<file path="config.mk">
export PLATFORM = sky130hd
export DESIGN_NAME = uart_rx_ecc_decoder_flat
export DESIGN_NICKNAME = d
export VERILOG_FILES = /design/src/rtl/uart_rx_ecc_decoder_if.sv /design/src/rtl/uart_rx_ecc_decoder.sv /design/src/flat_wrapper.sv
export SDC_FILE = /design/constraint.sdc
export NUM_CORES = 1
export LEC_CHECK = 0
export ABC_CLOCK_PERIOD_IN_PS = 9650
export BUFFER_PORTS_ARGS = -buffer_cell sky130_fd_sc_hd__buf_2
export CORE_UTILIZATION = 51
export DETAILED_ROUTE_END_ITERATION = 10
export PLACE_DENSITY = 0.78
export SLEW_MARGIN = 20
export SYNTH_ARGS = -nofsm -noshare
export SYNTH_HDL_FRONTEND = slang
export SYNTH_SLANG_ARGS = --single-unit
</file>
<file path="constraint.sdc">
create_clock -name clk -period 9.65 [get_ports clk]
set_clock_uncertainty 0.05 [all_clocks]
set_input_delay 2.895 -clock clk [delete_from_list [all_inputs] [get_ports clk]]
set_output_delay 2.895 -clock clk [all_outputs]
set_load 0.01 [all_outputs]
</file>
<file path="src/rtl/uart_rx_ecc_decoder_if.sv">
`timescale 1ns/1ps
`default_nettype none
// +----------------------------------------------------------------------+
// | uart_rx_ecc_decoder_if                                               |
// | UART byte input and decoded-nibble valid/ready output bundle.         |
// | Rev 1.0                                                              |
// +----------------------------------------------------------------------+
interface uart_rx_ecc_decoder_if;
  logic [7:0] rx_data;
  logic       rx_done;
  logic       rx_perr;
  logic [3:0] out_data;
  logic       out_corr;
  logic       out_valid;
  logic       out_ready;

  // master: UART receiver plus downstream consumer; slave: the decoder
  modport master (
    output rx_data, rx_done, rx_perr, out_ready,
    input  out_data, out_corr, out_valid
  );
  modport slave (
    input  rx_data, rx_done, rx_perr, out_ready,
    output out_data, out_corr, out_valid
  );
endinterface
`default_nettype wire

</file>
<file path="src/rtl/uart_rx_ecc_decoder.sv">
`timescale 1ns/1ps
`default_nettype none
// +----------------------------------------------------------------------+
// | uart_rx_ecc_decoder                                                  |
// | Hamming(8,4) SECDED decode of UART bytes into a nibble FIFO.          |
// | Rev 1.0                                                              |
// +----------------------------------------------------------------------+
module uart_rx_ecc_decoder #(
  parameter int DEPTH = 4,
  parameter int CNT_W = 8
) (
  input  logic                 clk,
  input  logic                 rst_n,
  uart_rx_ecc_decoder_if.slave bus,
  input  logic                 clr_cnt,
  output logic [CNT_W-1:0]     corr_cnt,
  output logic [CNT_W-1:0]     uncorr_cnt,
  output logic [CNT_W-1:0]     perr_cnt,
  output logic                 ovf
);

  localparam int              c_AW   = $clog2(DEPTH);
  localparam int              c_CW   = c_AW + 1;
  localparam logic [c_CW-1:0] c_FULL = c_CW'(DEPTH);

  logic             r_sync1, r_sync2, r_hist;
  logic             r_stg_vld, r_stg_perr;
  logic [7:0]       r_stg_data;
  logic [4:0]       r_mem [DEPTH];
  logic [c_AW-1:0]  r_wr_ptr, r_rd_ptr;
  logic [c_CW-1:0]  r_count;
  logic [3:0]       r_out_data;
  logic             r_out_corr, r_out_valid;
  logic [CNT_W-1:0] r_corr_cnt, r_uncorr_cnt, r_perr_cnt;
  logic             r_ovf;

  logic             w_rise;
  logic [2:0]       w_s;
  logic             w_q;
  logic [3:0]       w_nib;
  logic             w_ecc_vld, w_push, w_corr, w_uncorr, w_perr;
  logic             w_full, w_rd, w_wr, w_drop;
  logic [c_CW-1:0]  w_cnt_after_rd, w_cnt_nxt;
  logic [c_AW-1:0]  w_rd_ptr_nxt;

  assign w_rise = r_sync2 & ~r_hist;

  // Syndrome over the stage byte; each data bit flips only when the
  // syndrome points at its own codeword position.
  assign w_s     = {^(r_stg_data & 8'h78), ^(r_stg_data & 8'h66), ^(r_stg_data & 8'h55)};
  assign w_q     = ^r_stg_data;
  assign w_nib   = {r_stg_data[6] ^ (w_s == 3'd7),
                    r_stg_data[5] ^ (w_s == 3'd6),
                    r_stg_data[4] ^ (w_s == 3'd5),
                    r_stg_data[2] ^ (w_s == 3'd3)};

  assign w_perr    = r_stg_vld & r_stg_perr;
  assign w_ecc_vld = r_stg_vld & ~r_stg_perr;
  assign w_uncorr  = w_ecc_vld & (w_s != 3'd0) & ~w_q;
  assign w_corr    = w_ecc_vld & w_q;
  assign w_push    = w_ecc_vld & ~w_uncorr;

  assign w_full         = (r_count == c_FULL);
  assign w_rd           = r_out_valid & bus.out_ready;
  assign w_wr           = w_push & (~w_full | w_rd);
  assign w_drop         = w_push & w_full & ~w_rd;
  assign w_cnt_after_rd = r_count - c_CW'(w_rd);
  assign w_cnt_nxt      = w_cnt_after_rd + c_CW'(w_wr);
  assign w_rd_ptr_nxt   = r_rd_ptr + c_AW'(w_rd);

  always_ff @(posedge clk or negedge rst_n) begin
    if (!rst_n) begin
      r_sync1    <= 1'b1;
      r_sync2    <= 1'b1;
      r_hist     <= 1'b1;
      r_stg_vld  <= 1'b0;
      r_stg_perr <= 1'b0;
      r_stg_data <= 8'd0;
    end else begin
      r_sync1   <= bus.rx_done;
      r_sync2   <= r_sync1;
      r_hist    <= r_sync2;
      r_stg_vld <= w_rise;
      if (w_rise) begin
        r_stg_data <= bus.rx_data;
        r_stg_perr <= bus.rx_perr;
      end
    end
  end

  always_ff @(posedge clk) begin
    if (w_wr) r_mem[r_wr_ptr] <= {w_corr, w_nib};
  end

  // The head register is fed by the incoming frame when the FIFO would
  // otherwise be empty, so a push into an empty FIFO is visible at once.
  always_ff @(posedge clk or negedge rst_n) begin
    if (!rst_n) begin
      r_wr_ptr    <= '0;
      r_rd_ptr    <= '0;
      r_count     <= '0;
      r_out_data  <= 4'd0;
      r_out_corr  <= 1'b0;
      r_out_valid <= 1'b0;
    end else begin
      r_wr_ptr <= r_wr_ptr + c_AW'(w_wr);
      r_rd_ptr <= w_rd_ptr_nxt;
      r_count  <= w_cnt_nxt;
      if (w_cnt_nxt == '0) begin
        r_out_valid <= 1'b0;
      end else if (w_cnt_after_rd == '0) begin
        r_out_valid <= 1'b1;
        r_out_data  <= w_nib;
        r_out_corr  <= w_corr;
      end else begin
        r_out_valid <= 1'b1;
        r_out_data  <= r_mem[w_rd_ptr_nxt][3:0];
        r_out_corr  <= r_mem[w_rd_ptr_nxt][4];
      end
    end
  end

  always_ff @(posedge clk or negedge rst_n) begin
    if (!rst_n) begin
      r_corr_cnt   <= '0;
      r_uncorr_cnt <= '0;
      r_perr_cnt   <= '0;
      r_ovf        <= 1'b0;
    end else if (clr_cnt) begin
      r_corr_cnt   <= '0;
      r_uncorr_cnt <= '0;
      r_perr_cnt   <= '0;
      r_ovf        <= 1'b0;
    end else begin
      if (w_corr && r_corr_cnt != '1)     r_corr_cnt   <= r_corr_cnt + CNT_W'(1);
      if (w_uncorr && r_uncorr_cnt != '1) r_uncorr_cnt <= r_uncorr_cnt + CNT_W'(1);
      if (w_perr && r_perr_cnt != '1)     r_perr_cnt   <= r_perr_cnt + CNT_W'(1);
      if (w_drop)                         r_ovf        <= 1'b1;
    end
  end

  assign bus.out_data  = r_out_data;
  assign bus.out_corr  = r_out_corr;
  assign bus.out_valid = r_out_valid;
  assign corr_cnt      = r_corr_cnt;
  assign uncorr_cnt    = r_uncorr_cnt;
  assign perr_cnt      = r_perr_cnt;
  assign ovf           = r_ovf;

endmodule
`default_nettype wire

</file>
<file path="src/flat_wrapper.sv">
// flat-port wrapper written by rule: the top's interface ports become plain ports
module uart_rx_ecc_decoder_flat 
#(
  parameter int DEPTH = 4,
  parameter int CNT_W = 8
)
  (clk, rst_n, clr_cnt, corr_cnt, uncorr_cnt, perr_cnt, ovf, bus_rx_data, bus_rx_done, bus_rx_perr, bus_out_ready, bus_out_data, bus_out_corr, bus_out_valid);
  uart_rx_ecc_decoder_if bus_i ();
  input  logic clk;
  input  logic rst_n;
  input  logic clr_cnt;
  output logic [CNT_W-1:0] corr_cnt;
  output logic [CNT_W-1:0] uncorr_cnt;
  output logic [CNT_W-1:0] perr_cnt;
  output logic ovf;
  input wire logic [$bits(bus_i.rx_data)-1:0] bus_rx_data;
  input wire logic [$bits(bus_i.rx_done)-1:0] bus_rx_done;
  input wire logic [$bits(bus_i.rx_perr)-1:0] bus_rx_perr;
  input wire logic [$bits(bus_i.out_ready)-1:0] bus_out_ready;
  output wire logic [$bits(bus_i.out_data)-1:0] bus_out_data;
  output wire logic [$bits(bus_i.out_corr)-1:0] bus_out_corr;
  output wire logic [$bits(bus_i.out_valid)-1:0] bus_out_valid;
  assign bus_i.rx_data = bus_rx_data;
  assign bus_i.rx_done = bus_rx_done;
  assign bus_i.rx_perr = bus_rx_perr;
  assign bus_i.out_ready = bus_out_ready;
  assign bus_out_data = bus_i.out_data;
  assign bus_out_corr = bus_i.out_corr;
  assign bus_out_valid = bus_i.out_valid;
  uart_rx_ecc_decoder #(.DEPTH(DEPTH), .CNT_W(CNT_W)) u_core (.clk(clk), .rst_n(rst_n), .bus(bus_i), .clr_cnt(clr_cnt), .corr_cnt(corr_cnt), .uncorr_cnt(uncorr_cnt), .perr_cnt(perr_cnt), .ovf(ovf));
endmodule
</file>
* Yosys cells after proc, flatten, opt, wreduce, memory -nomap -nowiden
Memory sizes are Yosys's and may differ from the RTL's.
Cells that the tools add are included.
** Storage, ports and cells
- Flip-flop bits (word level) :: 51
- Bits in writable memories :: 20
- Bits of input ports :: 14
- Output and inout port bits :: 31
- Logic and storage cells :: 81
- Memories kept :: 1
** Memory list
- u_core.r_mem :: words 4, bits a word 5, read ports 1, clocked after memory_dff 0, write ports 1, line uart_rx_ecc_decoder.sv:29 : logic [4:0] r_mem [DEPTH];
** Cells by class
- $add $sub $neg :: 7
- Eq/ne operators :: 8
- Mux-type cells :: 13
- Bitwise logic cells :: 22
- Reductions and logical operators :: 14
** Operators with widths (count)
- $mux 8 :: 6
- $reduce_xor 8->1 :: 4
- $add 8x1->8 const B :: 3
- $ne 8x8->1 const B :: 3
- $eq 3x3->1 const B :: 4
- $and 1x1->1 :: 11
- $reduce_bool 2->1 :: 4
- $logic_not 3->1 :: 2
- $mux 1 :: 6
- $not 1->1 :: 6
- $add 2x1->2 :: 2
- $mux 4 :: 1
- $xor 1x1->1 :: 4
- $add 3x1->3 :: 1
- $eq 3x2->1 const B :: 1
- $logic_and 1x1->1 :: 3
- $reduce_bool 3->1 :: 1
- $sub 3x1->3 :: 1
- $or 1x1->1 :: 1

* Depth between registers and ports, before layout
Gate-level depths: netlist of the first run.
- Depth in word-level cells :: 10
- Mapped depth :: 13
- Mapped depth without buffers :: 11

* Least setup slack after synthesis of the first run
No wires, ideal clock.
- Path type :: input -> register
- Start :: input port bus_out_ready
- End :: register u_core.r_out_corr (netlist: u_core.bus.out_corr)
- Setup time :: 125 ps
- Data arrival time :: 5013 ps
- Data required time :: 9475 ps
- Setup slack :: 4462 ps
- Stages :: 9
- Path buffers :: 0
- Cell sequence :: and2_1 -> nor4b_1 -> a211oi_2 -> nand2_4 -> nor2_1 -> ha_1 -> or3_1 -> mux2i_4 -> mux2_4
** On the way
- Cells in the longest elaborated chain, start to end :: 5
- Elaborated cells between the ends (all ways) :: 10
- Classes of those cells :: add/sub (3); mux (1); bitwise (3); reduce/logical (2); memory (1)
** RTL lines
- start: declaration :: line flat_wrapper.sv:19 : input wire logic [$bits(bus_i.out_ready)-1:0] bus_out_ready;
- $and 1x1->1 * :: line uart_rx_ecc_decoder.sv:64 : assign w_rd = r_out_valid & bus.out_ready;
- parallel branches: the longest is 2 deep, another holds $sub 3x1->3
- $add 3x1->3 * :: line uart_rx_ecc_decoder.sv:68 : assign w_cnt_nxt = w_cnt_after_rd + c_CW'(w_wr);
- named net u_core.w_cnt_nxt[1] :: line uart_rx_ecc_decoder.sv:43 : logic [c_CW-1:0] w_cnt_after_rd, w_cnt_nxt;
- $logic_not 3->1 * :: line uart_rx_ecc_decoder.sv:109 : if (w_cnt_nxt == '0) begin
- end signal: assignment :: line uart_rx_ecc_decoder.sv:114 : r_out_corr <= w_corr;
- end signal: assignment :: line uart_rx_ecc_decoder.sv:118 : r_out_corr <= r_mem[w_rd_ptr_nxt][4];
- end: declaration :: line uart_rx_ecc_decoder.sv:33 : logic r_out_corr, r_out_valid;
Mark *: on every way through the listed nets, which the timed path passes.
A chain may end at the register's enable or synchronous reset.

* Worst setup path after layout of the first run
- Start :: input port bus_out_ready
- End :: register u_core.r_out_data[2] (netlist: u_core.bus.out_data[2])
** On the way
- Cells in the longest elaborated chain, start to end :: 5
- Elaborated cells between the ends (all ways) :: 10
- Classes of those cells :: add/sub (3); mux (1); bitwise (3); reduce/logical (2); memory (1)
** RTL lines
- $and 1x1->1 * :: line uart_rx_ecc_decoder.sv:64
- parallel branches: the longest is 2 deep, another holds $sub 3x1->3
- $add 3x1->3 * :: line uart_rx_ecc_decoder.sv:68
- named net u_core.w_cnt_nxt[1] :: line uart_rx_ecc_decoder.sv:43
- $logic_not 3->1 * :: line uart_rx_ecc_decoder.sv:109
- end signal: assignment :: line uart_rx_ecc_decoder.sv:113 : r_out_data <= w_nib;
- end signal: assignment :: line uart_rx_ecc_decoder.sv:117 : r_out_data <= r_mem[w_rd_ptr_nxt][3:0];
- end: declaration :: line uart_rx_ecc_decoder.sv:32 : logic [3:0] r_out_data;
Marks and branches as above.

==> results of run 1 <==
==> metrics by stage <==
stage / util / cell area (µm²) / cells / hold WS [ps] / worst slack [ps]
finish: 0.606 / 3890 / 396 / 308 / 4240
global route: 0.606 / 3890 / 396 / 310 / 4160
CTS: 0.606 / 3890 / 396 / 311 / 4260
detailed placement: 0.574 / 3690 / 380 / 301 / 3880
global placement: 0.574 / 3690 / 380 / 296 / 4100
floorplan: - / 3430 / 269 / 295 / 4460
==> synthesized netlist by cell type <==
cell type | count | area, µm²
sky130_fd_sc_hd__a2111oi_2 | 2 | 30.0
sky130_fd_sc_hd__a211oi_1 | 3 | 22.5
sky130_fd_sc_hd__a211oi_2 | 1 | 12.5
sky130_fd_sc_hd__a21oi_1 | 4 | 20.0
sky130_fd_sc_hd__a21oi_2 | 1 | 8.76
sky130_fd_sc_hd__a41oi_1 | 2 | 17.5
sky130_fd_sc_hd__and2_1 | 2 | 12.5
sky130_fd_sc_hd__and3_1 | 5 | 31.3
sky130_fd_sc_hd__and4_1 | 1 | 8.76
sky130_fd_sc_hd__buf_1 | 2 | 7.51
sky130_fd_sc_hd__buf_2 | 1 | 5.00
sky130_fd_sc_hd__buf_4 | 1 | 7.51
sky130_fd_sc_hd__buf_6 | 3 | 33.8
sky130_fd_sc_hd__clkbuf_1 | 4 | 15.0
sky130_fd_sc_hd__dfrtp_1 | 48 | 1200
sky130_fd_sc_hd__dfstp_2 | 3 | 78.8
sky130_fd_sc_hd__edfxtp_1 | 20 | 601
sky130_fd_sc_hd__ha_1 | 7 | 87.6
sky130_fd_sc_hd__inv_1 | 6 | 22.5
sky130_fd_sc_hd__inv_2 | 1 | 3.75
sky130_fd_sc_hd__mux2_1 | 1 | 11.3
sky130_fd_sc_hd__mux2_2 | 14 | 158
sky130_fd_sc_hd__mux2_4 | 5 | 75.1
sky130_fd_sc_hd__mux2i_1 | 3 | 30.0
sky130_fd_sc_hd__mux2i_4 | 1 | 22.5
sky130_fd_sc_hd__mux4_2 | 5 | 113
sky130_fd_sc_hd__nand2_1 | 8 | 30.0
sky130_fd_sc_hd__nand2_4 | 1 | 11.3
sky130_fd_sc_hd__nand2b_1 | 1 | 6.26
sky130_fd_sc_hd__nand3_1 | 13 | 65.1
sky130_fd_sc_hd__nand4_1 | 4 | 25.0
sky130_fd_sc_hd__nor2_1 | 29 | 109
sky130_fd_sc_hd__nor2b_1 | 4 | 25.0
sky130_fd_sc_hd__nor3_1 | 6 | 30.0
sky130_fd_sc_hd__nor4_1 | 4 | 25.0
sky130_fd_sc_hd__nor4b_1 | 1 | 8.76
sky130_fd_sc_hd__o21ai_0 | 3 | 15.0
sky130_fd_sc_hd__o31ai_1 | 1 | 7.51
sky130_fd_sc_hd__or3_1 | 4 | 25.0
sky130_fd_sc_hd__or4_4 | 1 | 11.3
sky130_fd_sc_hd__xnor2_1 | 30 | 263
sky130_fd_sc_hd__xnor2_2 | 1 | 16.3
sky130_fd_sc_hd__xor2_1 | 11 | 96.3
sky130_fd_sc_hd__xor2_4 | 1 | 27.5
==> worst register-to-register path: stages (launching register included) <==
cell,delay (ps)
sky130_fd_sc_hd__dfrtp_1,500
sky130_fd_sc_hd__xor2_4,250
sky130_fd_sc_hd__xnor2_2,220
sky130_fd_sc_hd__or4_4,670
sky130_fd_sc_hd__nand2_4,160
sky130_fd_sc_hd__nor2_1,60
sky130_fd_sc_hd__ha_1,320
sky130_fd_sc_hd__or3_1,410
sky130_fd_sc_hd__mux2i_4,330
sky130_fd_sc_hd__mux2_4,340
==> cell families (layout without fill, tap and decap cells) <==
logic type | count (synthesis) | after routing | synth area share
muxes | 29 | 29 | 0.119
DFF | 71 | 71 | 0.548
and+or+nand+nor | 84 | 84 | 0.124
adders and majority gates | 7 | 7 | 0.0255
AOI/OAI and AO/OA | 17 | 17 | 0.0390
xor gates and xnor gates | 43 | 43 | 0.117
buffers and inverters | 18 | 68 | 0.0277
==> layer usage <==
metal,up-vias,global-route usage,wire (µm)
li1,1040,-,-
met1,1077,0.256,2700
met2,49,0.302,2950
met3,12,0.0376,234
met4,0,0.103,143
met5,-,0,0
==> power by group <==
| part | internal (mW) | switching, mW |
|---|---|---|
| Combinational | 0.169 | 0.176 |
| Sequential | 0.366 | 0.0317 |
| Clock | 0.144 | 0.107 |
| Total | 0.679 | 0.315 |
==> cell type report <==
| cell class | instances | area share |
|---|---|---|
| flip-flops and latches | 71 | 0.483 |
| multi-input cells | 180 | 0.374 |
| repair buffers | 45 | 0.0585 |
| clock buffers | 11 | 0.0337 |
| well taps | 77 | 0.0247 |
| clock inverters | 5 | 0.0190 |
| inverters | 7 | 0.00675 |
==> final timing paths <==
check,slack [ps],cells after the start,to,from
hold reg to reg,310,0,u_core.r_sync2,u_core.r_sync1
setup / recovery,4240,10,u_core.bus.out_data[2],bus_out_ready
hold / removal,310,0,u_core.r_sync2,u_core.r_sync1
setup reg to reg,6250,9,u_core.bus.out_data[2],u_core.r_stg_data[4]
max in group asynchronous,6520,2,u_core.r_stg_data[6],rst_n
min in group asynchronous,2590,2,u_core.corr_cnt[3],rst_n
==> registers in the layout, summed over array words and instances, names as in the netlist, 2 cells and up <==
name / count
u_core.perr_cnt: 8
u_core.r_count: 3
u_core.uncorr_cnt: 8
u_core.r_wr_ptr: 2
u_core.r_stg_data: 8
u_core.r_rd_ptr: 2
u_core.bus.out_data: 4
u_core.r_mem: 20
u_core.corr_cnt: 8
==> metrics.txt, run 1 <==
# TYPE chip_impl_metric gauge
chip_impl_metric{name="max_stage_delay",unit="ps"} 680
chip_impl_metric{name="mappedNetlistArea",unit="µm²"} 3430
chip_impl_info{name="timing.hold.worst.class",value="register to register"} 1
chip_impl_metric{name="final_sum_of_negative_setup_slack",unit="ps"} 0
chip_impl_metric{name="drt_pass1_iterations",unit=""} 7
chip_impl_metric{name="cts_inserted_buffers",unit=""} 9
chip_impl_metric{name="fmax",unit="MHz"} 185
chip_impl_metric{name="post-layout-total-power",unit="mW"} 0.994
chip_impl_info{name="outcome",value="finished, violations left"} 1
chip_impl_info{name="layout_common_cells",value="48 x sky130_fd_sc_hd__dfrtp_1, 44 x sky130_fd_sc_hd__buf_2, 30 x sky130_fd_sc_hd__xnor2_1"} 1
chip_impl_metric{name="drt-total-wl",unit="µm"} 6020
chip_impl_metric{name="worst-slew-pin-transition",unit="ps"} 898
chip_impl_metric{name="timing.critical_path.fanout_max",unit=""} 6
chip_impl_metric{name="synthDistinctLibCells",unit=""} 44
chip_impl_metric{name="layout-drive-gt1-share",unit=""} 0.298
chip_impl_metric{name="synth.avg_cell_area",unit="µm²"} 12.8
chip_impl_metric{name="setup_violation_total_in_the_final_timing_report",unit=""} 0
chip_impl_metric{name="synth-seq-area-share",unit=""} 0.548
chip_impl_metric{name="worst-path-buf-inv",unit=""} 1
chip_impl_metric{name="number_of_antenna_violations_at_the_first_check_in_global_routing",unit=""} 0
chip_impl_metric{name="required_time_worst_endpoint",unit="ps"} 9830
chip_impl_metric{name="detail_route.drc_violations",unit=""} 2
chip_impl_metric{name="maxCapViolations",unit=""} 0
chip_impl_metric{name="grt_first_pass_wirelength",unit="µm"} 10500
chip_impl_metric{name="finalMaxSlewViolations",unit=""} 0
chip_impl_metric{name="minimum_clock_period_after_layout",unit="ps"} 5410
chip_impl_metric{name="via_count",unit=""} 2178
chip_impl_metric{name="data_arrival_time_of_the_critical_path",unit="ps"} 5590
chip_impl_metric{name="slew_headroom",unit=""} 0.395
chip_impl_metric{name="fp.dieArea",unit="µm²"} 7060
chip_impl_metric{name="hold_buffers",unit=""} 0
chip_impl_info{name="tritoncts",value="built"} 1
chip_impl_metric{name="post-cts-setup-buffers",unit=""} 0
chip_impl_metric{name="rows",unit=""} 29
chip_impl_info{name="violations",value="DRC"} 1
chip_impl_info{name="cp_top_family",value="simple AND/OR/NAND/NOR gates"} 1
chip_impl_metric{name="track_usage",unit=""} 0.193
chip_impl_metric{name="nNetsFinal",unit=""} 335
chip_impl_metric{name="post_drt_wl_per_cell",unit="µm"} 15.2
chip_impl_info{name="crit_slowest_cell",value="sky130_fd_sc_hd__nor4b_1"} 1
chip_impl_metric{name="gp_congestion",unit=""} 0.767
chip_impl_metric{name="chipHeight",unit="µm"} 84.1
chip_impl_metric{name="final-hold-violation-count",unit=""} 0
chip_impl_metric{name="cellLeakagePower",unit="nW"} 1.64
chip_impl_metric{name="ir_drop",unit="V"} 0.000118
chip_impl_metric{name="grt_pass1_vias",unit=""} 2153
chip_impl_metric{name="cts.sinks",unit=""} 71
chip_impl_info{name="worst-setup-path-type",value="primary input to register"} 1
chip_impl_info{name="final_common_cell",value="sky130_fd_sc_hd__dfrtp_1"} 1
chip_impl_metric{name="die_x",unit="µm"} 84.1
chip_impl_metric{name="grt_start_max_net_pins",unit=""} 52
chip_impl_metric{name="multiInputGateArea",unit="µm²"} 1460
chip_impl_metric{name="postSynthNetCount",unit=""} 290
chip_impl_info{name="critical_path_cell_by_cell",value="buf_2 -> and2_1 -> nor4b_1 -> a211oi_2 -> nand2_4 -> nor2_1 -> ha_1 -> or3_1 -> mux2i_4 -> mux2_4"} 1
chip_impl_info{name="cp-start-kind",value="primary input"} 1
chip_impl_metric{name="postRouteAntennaNets",unit=""} 0
chip_impl_metric{name="detailed_place_hpwl",unit="µm"} 4220
chip_impl_metric{name="start_util",unit=""} 0.535
chip_impl_metric{name="post_drt_via_cell_ratio",unit=""} 5.50
chip_impl_metric{name="synthesis.yosys.warnings",unit=""} 0
chip_impl_metric{name="core_region_area",unit="µm²"} 6420
chip_impl_metric{name="clock_pin_slew_on_the_worst_setup_and_hold_paths",unit="ps"} 70
chip_impl_info{name="grt_setup_unrepaired",value="no"} 1
chip_impl_metric{name="buffer_ports.inserted",unit=""} 44
chip_impl_metric{name="max-clock-path-buffers",unit=""} 2
chip_impl_metric{name="cts.repair.resized",unit=""} 0
chip_impl_metric{name="ff_latch_count_synth",unit=""} 71
chip_impl_info{name="cts-root-buf",value="sky130_fd_sc_hd__clkbuf_8"} 1
chip_impl_metric{name="clock_latency",unit="ps"} 340
chip_impl_info{name="endpoint_kind",value="register"} 1
chip_impl_metric{name="sequential_cell_area",unit="µm²"} 1880
chip_impl_metric{name="1st_iter_drt_viols",unit=""} 144
chip_impl_metric{name="gate_count_of_the_mapped_netlist",unit=""} 269
chip_impl_metric{name="boundaryPins",unit=""} 45
chip_impl_metric{name="pwr_density_cell",unit="nW/µm²"} 255
chip_impl_metric{name="syn_to_final_growth",unit="%"} 13.4
chip_impl_metric{name="diodes",unit=""} 0
chip_impl_metric{name="final.period_utilization",unit=""} 0.560
chip_impl_metric{name="grt_overflow",unit=""} 0
chip_impl_metric{name="layout.filler_cells",unit=""} 504
chip_impl_metric{name="h-tree-depth",unit=""} 3
Power figures use the tool's default switching activity.
==> run 2, diff against run 1 <==
--- a/config.mk
+++ b/config.mk
@@ -5,7 +5,7 @@
 export SDC_FILE = /design/constraint.sdc
 export NUM_CORES = 1
 export LEC_CHECK = 0
-export ABC_CLOCK_PERIOD_IN_PS = 9650
+export ABC_CLOCK_PERIOD_IN_PS = 5400
 export BUFFER_PORTS_ARGS = -buffer_cell sky130_fd_sc_hd__buf_2
 export CORE_UTILIZATION = 51
 export DETAILED_ROUTE_END_ITERATION = 10
==> constraint.sdc (replaced) <==
create_clock -name clk -period 5.4 [get_ports clk]
set_clock_uncertainty 0.05 [all_clocks]
set_input_delay 1.62 -clock clk [delete_from_list [all_inputs] [get_ports clk]]
set_output_delay 1.62 -clock clk [all_outputs]
set_load 0.01 [all_outputs]
==> metrics.txt, run 2 (synthesis results as in run 1) <==
# TYPE chip_impl_metric gauge
chip_impl_metric{name="boundaryPins",unit=""} 45
chip_impl_info{name="max_flop_register",value="u_core.r_mem"} 1
chip_impl_metric{name="h-tree-depth",unit=""} 3
chip_impl_metric{name="max-clock-path-buffers",unit=""} 2
chip_impl_info{name="outcome",value="finished, violations left"} 1
chip_impl_metric{name="via_count",unit=""} 2140
chip_impl_metric{name="chipHeight",unit="µm"} 84.1
chip_impl_metric{name="slew_headroom",unit=""} 0.439
chip_impl_metric{name="1st_iter_drt_viols",unit=""} 86
chip_impl_metric{name="post-route-util",unit=""} 0.599
chip_impl_info{name="tritoncts",value="built"} 1
chip_impl_info{name="grt_setup_unrepaired",value="no"} 1
chip_impl_metric{name="cts.repair.resized",unit=""} 0
chip_impl_metric{name="die_x",unit="µm"} 84.1
chip_impl_metric{name="post_drt_wl_per_cell",unit="µm"} 14.4
chip_impl_info{name="endpoint_kind",value="register"} 1
chip_impl_metric{name="grt_overflow",unit=""} 0
chip_impl_metric{name="clock_latency",unit="ps"} 340
chip_impl_metric{name="layout.filler_cells",unit=""} 513
chip_impl_metric{name="maxCapViolations",unit=""} 0
chip_impl_metric{name="sequential_cell_area",unit="µm²"} 1880
chip_impl_info{name="cp-start-kind",value="primary input"} 1
chip_impl_metric{name="final_sum_of_negative_setup_slack",unit="ps"} 0
chip_impl_metric{name="fp.dieArea",unit="µm²"} 7060
chip_impl_metric{name="worst-slew-pin-transition",unit="ps"} 833
chip_impl_info{name="timing.rr.start",value="u_core.r_stg_data[4]"} 1
chip_impl_info{name="layout_common_cells",value="48 x sky130_fd_sc_hd__dfrtp_1, 44 x sky130_fd_sc_hd__buf_2, 30 x sky130_fd_sc_hd__xnor2_1"} 1
chip_impl_metric{name="core_region_area",unit="µm²"} 6420
chip_impl_metric{name="grt_pass1_vias",unit=""} 2043
chip_impl_metric{name="grt_first_pass_wirelength",unit="µm"} 9870
chip_impl_metric{name="rows",unit=""} 29
chip_impl_metric{name="detail_route.drc_violations",unit=""} 2
chip_impl_metric{name="clock_pin_slew_on_the_worst_setup_and_hold_paths",unit="ps"} 70
chip_impl_metric{name="layout-drive-gt1-share",unit=""} 0.295
chip_impl_info{name="cts-root-buf",value="sky130_fd_sc_hd__clkbuf_8"} 1
chip_impl_metric{name="finalMaxSlewViolations",unit=""} 0
chip_impl_metric{name="required_time_worst_endpoint",unit="ps"} 5570
chip_impl_metric{name="grt_start_max_net_pins",unit=""} 52
chip_impl_metric{name="post_drt_via_cell_ratio",unit=""} 5.40
chip_impl_metric{name="gp_congestion",unit=""} 0.767
chip_impl_info{name="worst-setup-path-type",value="primary input to register"} 1
chip_impl_metric{name="diodes",unit=""} 0
chip_impl_info{name="final_common_cell",value="sky130_fd_sc_hd__dfrtp_1"} 1
chip_impl_metric{name="data_arrival_time_of_the_critical_path",unit="ps"} 4290
chip_impl_metric{name="number_of_antenna_violations_at_the_first_check_in_global_routing",unit=""} 0
chip_impl_info{name="worstHoldStart",value="u_core.r_sync1"} 1
chip_impl_metric{name="drt_pass1_iterations",unit=""} 7
chip_impl_metric{name="largest_register_ffs",unit=""} 20
chip_impl_metric{name="nNetsFinal",unit=""} 335
chip_impl_metric{name="ir_drop",unit="V"} 0.000211
chip_impl_metric{name="detailed_place_hpwl",unit="µm"} 4130
chip_impl_metric{name="cellLeakagePower",unit="nW"} 1.62
chip_impl_metric{name="cts_inserted_buffers",unit=""} 9
chip_impl_metric{name="postRouteAntennaNets",unit=""} 0
chip_impl_metric{name="depth_of_the_most_critical_reg_to_reg_path",unit=""} 9
chip_impl_metric{name="setup_violation_total_in_the_final_timing_report",unit=""} 0
chip_impl_metric{name="fmax",unit="MHz"} 242
chip_impl_metric{name="post-cts-setup-buffers",unit=""} 0
chip_impl_metric{name="start_util",unit=""} 0.535
chip_impl_metric{name="syn_to_final_growth",unit="%"} 12.0
chip_impl_metric{name="track_usage",unit=""} 0.179
chip_impl_metric{name="multiInputGateArea",unit="µm²"} 1460
chip_impl_metric{name="hold_buffers",unit=""} 0
chip_impl_metric{name="timing.critical_path.fanout_max",unit=""} 6
chip_impl_metric{name="timing.hold.worst_path_depth",unit=""} 0
chip_impl_metric{name="buffer_ports.inserted",unit=""} 44
chip_impl_info{name="violations",value="DRC"} 1
chip_impl_metric{name="final-hold-violation-count",unit=""} 0
chip_impl_metric{name="final.period_utilization",unit=""} 0.764
chip_impl_metric{name="cts.sinks",unit=""} 71
chip_impl_metric{name="pwr_density_cell",unit="nW/µm²"} 434
chip_impl_info{name="crit_start",value="bus_out_ready"} 1
chip_impl_metric{name="minimum_clock_period_after_layout",unit="ps"} 4120
chip_impl_info{name="timing.hold.worst.class",value="register to register"} 1
chip_impl_metric{name="drt-total-wl",unit="µm"} 5690
-- run 2: cell count changes in the layout (fill, tap and decap cells not counted), sizes merged --
cell / before / now
bufinv: 2 / 0
clkinvlp: 0 / 1
clkinv: 3 / 4
-- run 2: where the power goes --
group / internal, mW / total (mW) / switching (mW) / leakage, nW
Combinational: 0.302 / 0.610 / 0.308 / 0.707
Sequential: 0.654 / 0.710 / 0.0562 / 0.830
Clock: 0.162 / 0.350 / 0.187 / 0.0782
Total: 1.12 / 1.67 / 0.551 / 1.62
-- run 2: layout make-up --
cell class              instances  share of cell area
clock inverters                 5             0.00651
repair buffers                 45              0.0592
clock buffers                  11              0.0342
well taps                      77              0.0251
multi-input cells             180               0.379
flip-flops and latches         71               0.489
inverters                       7             0.00683
-- run 2: critical path: stages --
cell and delay [ps]:
sky130_fd_sc_hd__buf_2 90, sky130_fd_sc_hd__and2_1 160, sky130_fd_sc_hd__nor4b_1 660, sky130_fd_sc_hd__a211oi_2 140, sky130_fd_sc_hd__nand2_4 170, sky130_fd_sc_hd__nor2_1 60, sky130_fd_sc_hd__ha_1 320, sky130_fd_sc_hd__or3_1 410
sky130_fd_sc_hd__mux2i_4 330, sky130_fd_sc_hd__mux2_4 330
-- run 2: worst paths after layout --
| check | slack, ps | endpoint |
|---|---|---|
| worst min register to register | 320 | u_core.r_sync2 |
| min in group asynchronous | 1320 | u_core.corr_cnt[0] |
| worst max register to register | 2010 | u_core.bus.out_data[2] |
| worst min-delay path | 320 | u_core.r_sync2 |
| max in group asynchronous | 3540 | u_core.r_stg_data[6] |
| worst max-delay path | 1280 | u_core.bus.out_data[2] |
-- run 2: stage by stage --
step	setup slack, ps	hold slack [ps]	instances	instance area [µm²]	total power [mW]
2_1_floorplan	1490	295	269	3430	1.22
3_3_place_gp	1120	296	380	3690	1.31
3_5_place_dp	965	305	380	3690	1.34
4_1_cts	1320	315	396	3840	1.69
5_1_grt	1200	317	396	3840	1.77
6_report	1280	316	396	3840	1.67
-- run 2: routing by layer --
layer | track usage | up-vias | wire length (µm)
met3 | 0.0376 | 8 | 234
met4 | 0.0878 | 0 | 95
met2 | 0.271 | 51 | 2690
met1 | 0.246 | 1036 | 2680
li1 | - | 1045 | -
met5 | 0 | - | 0
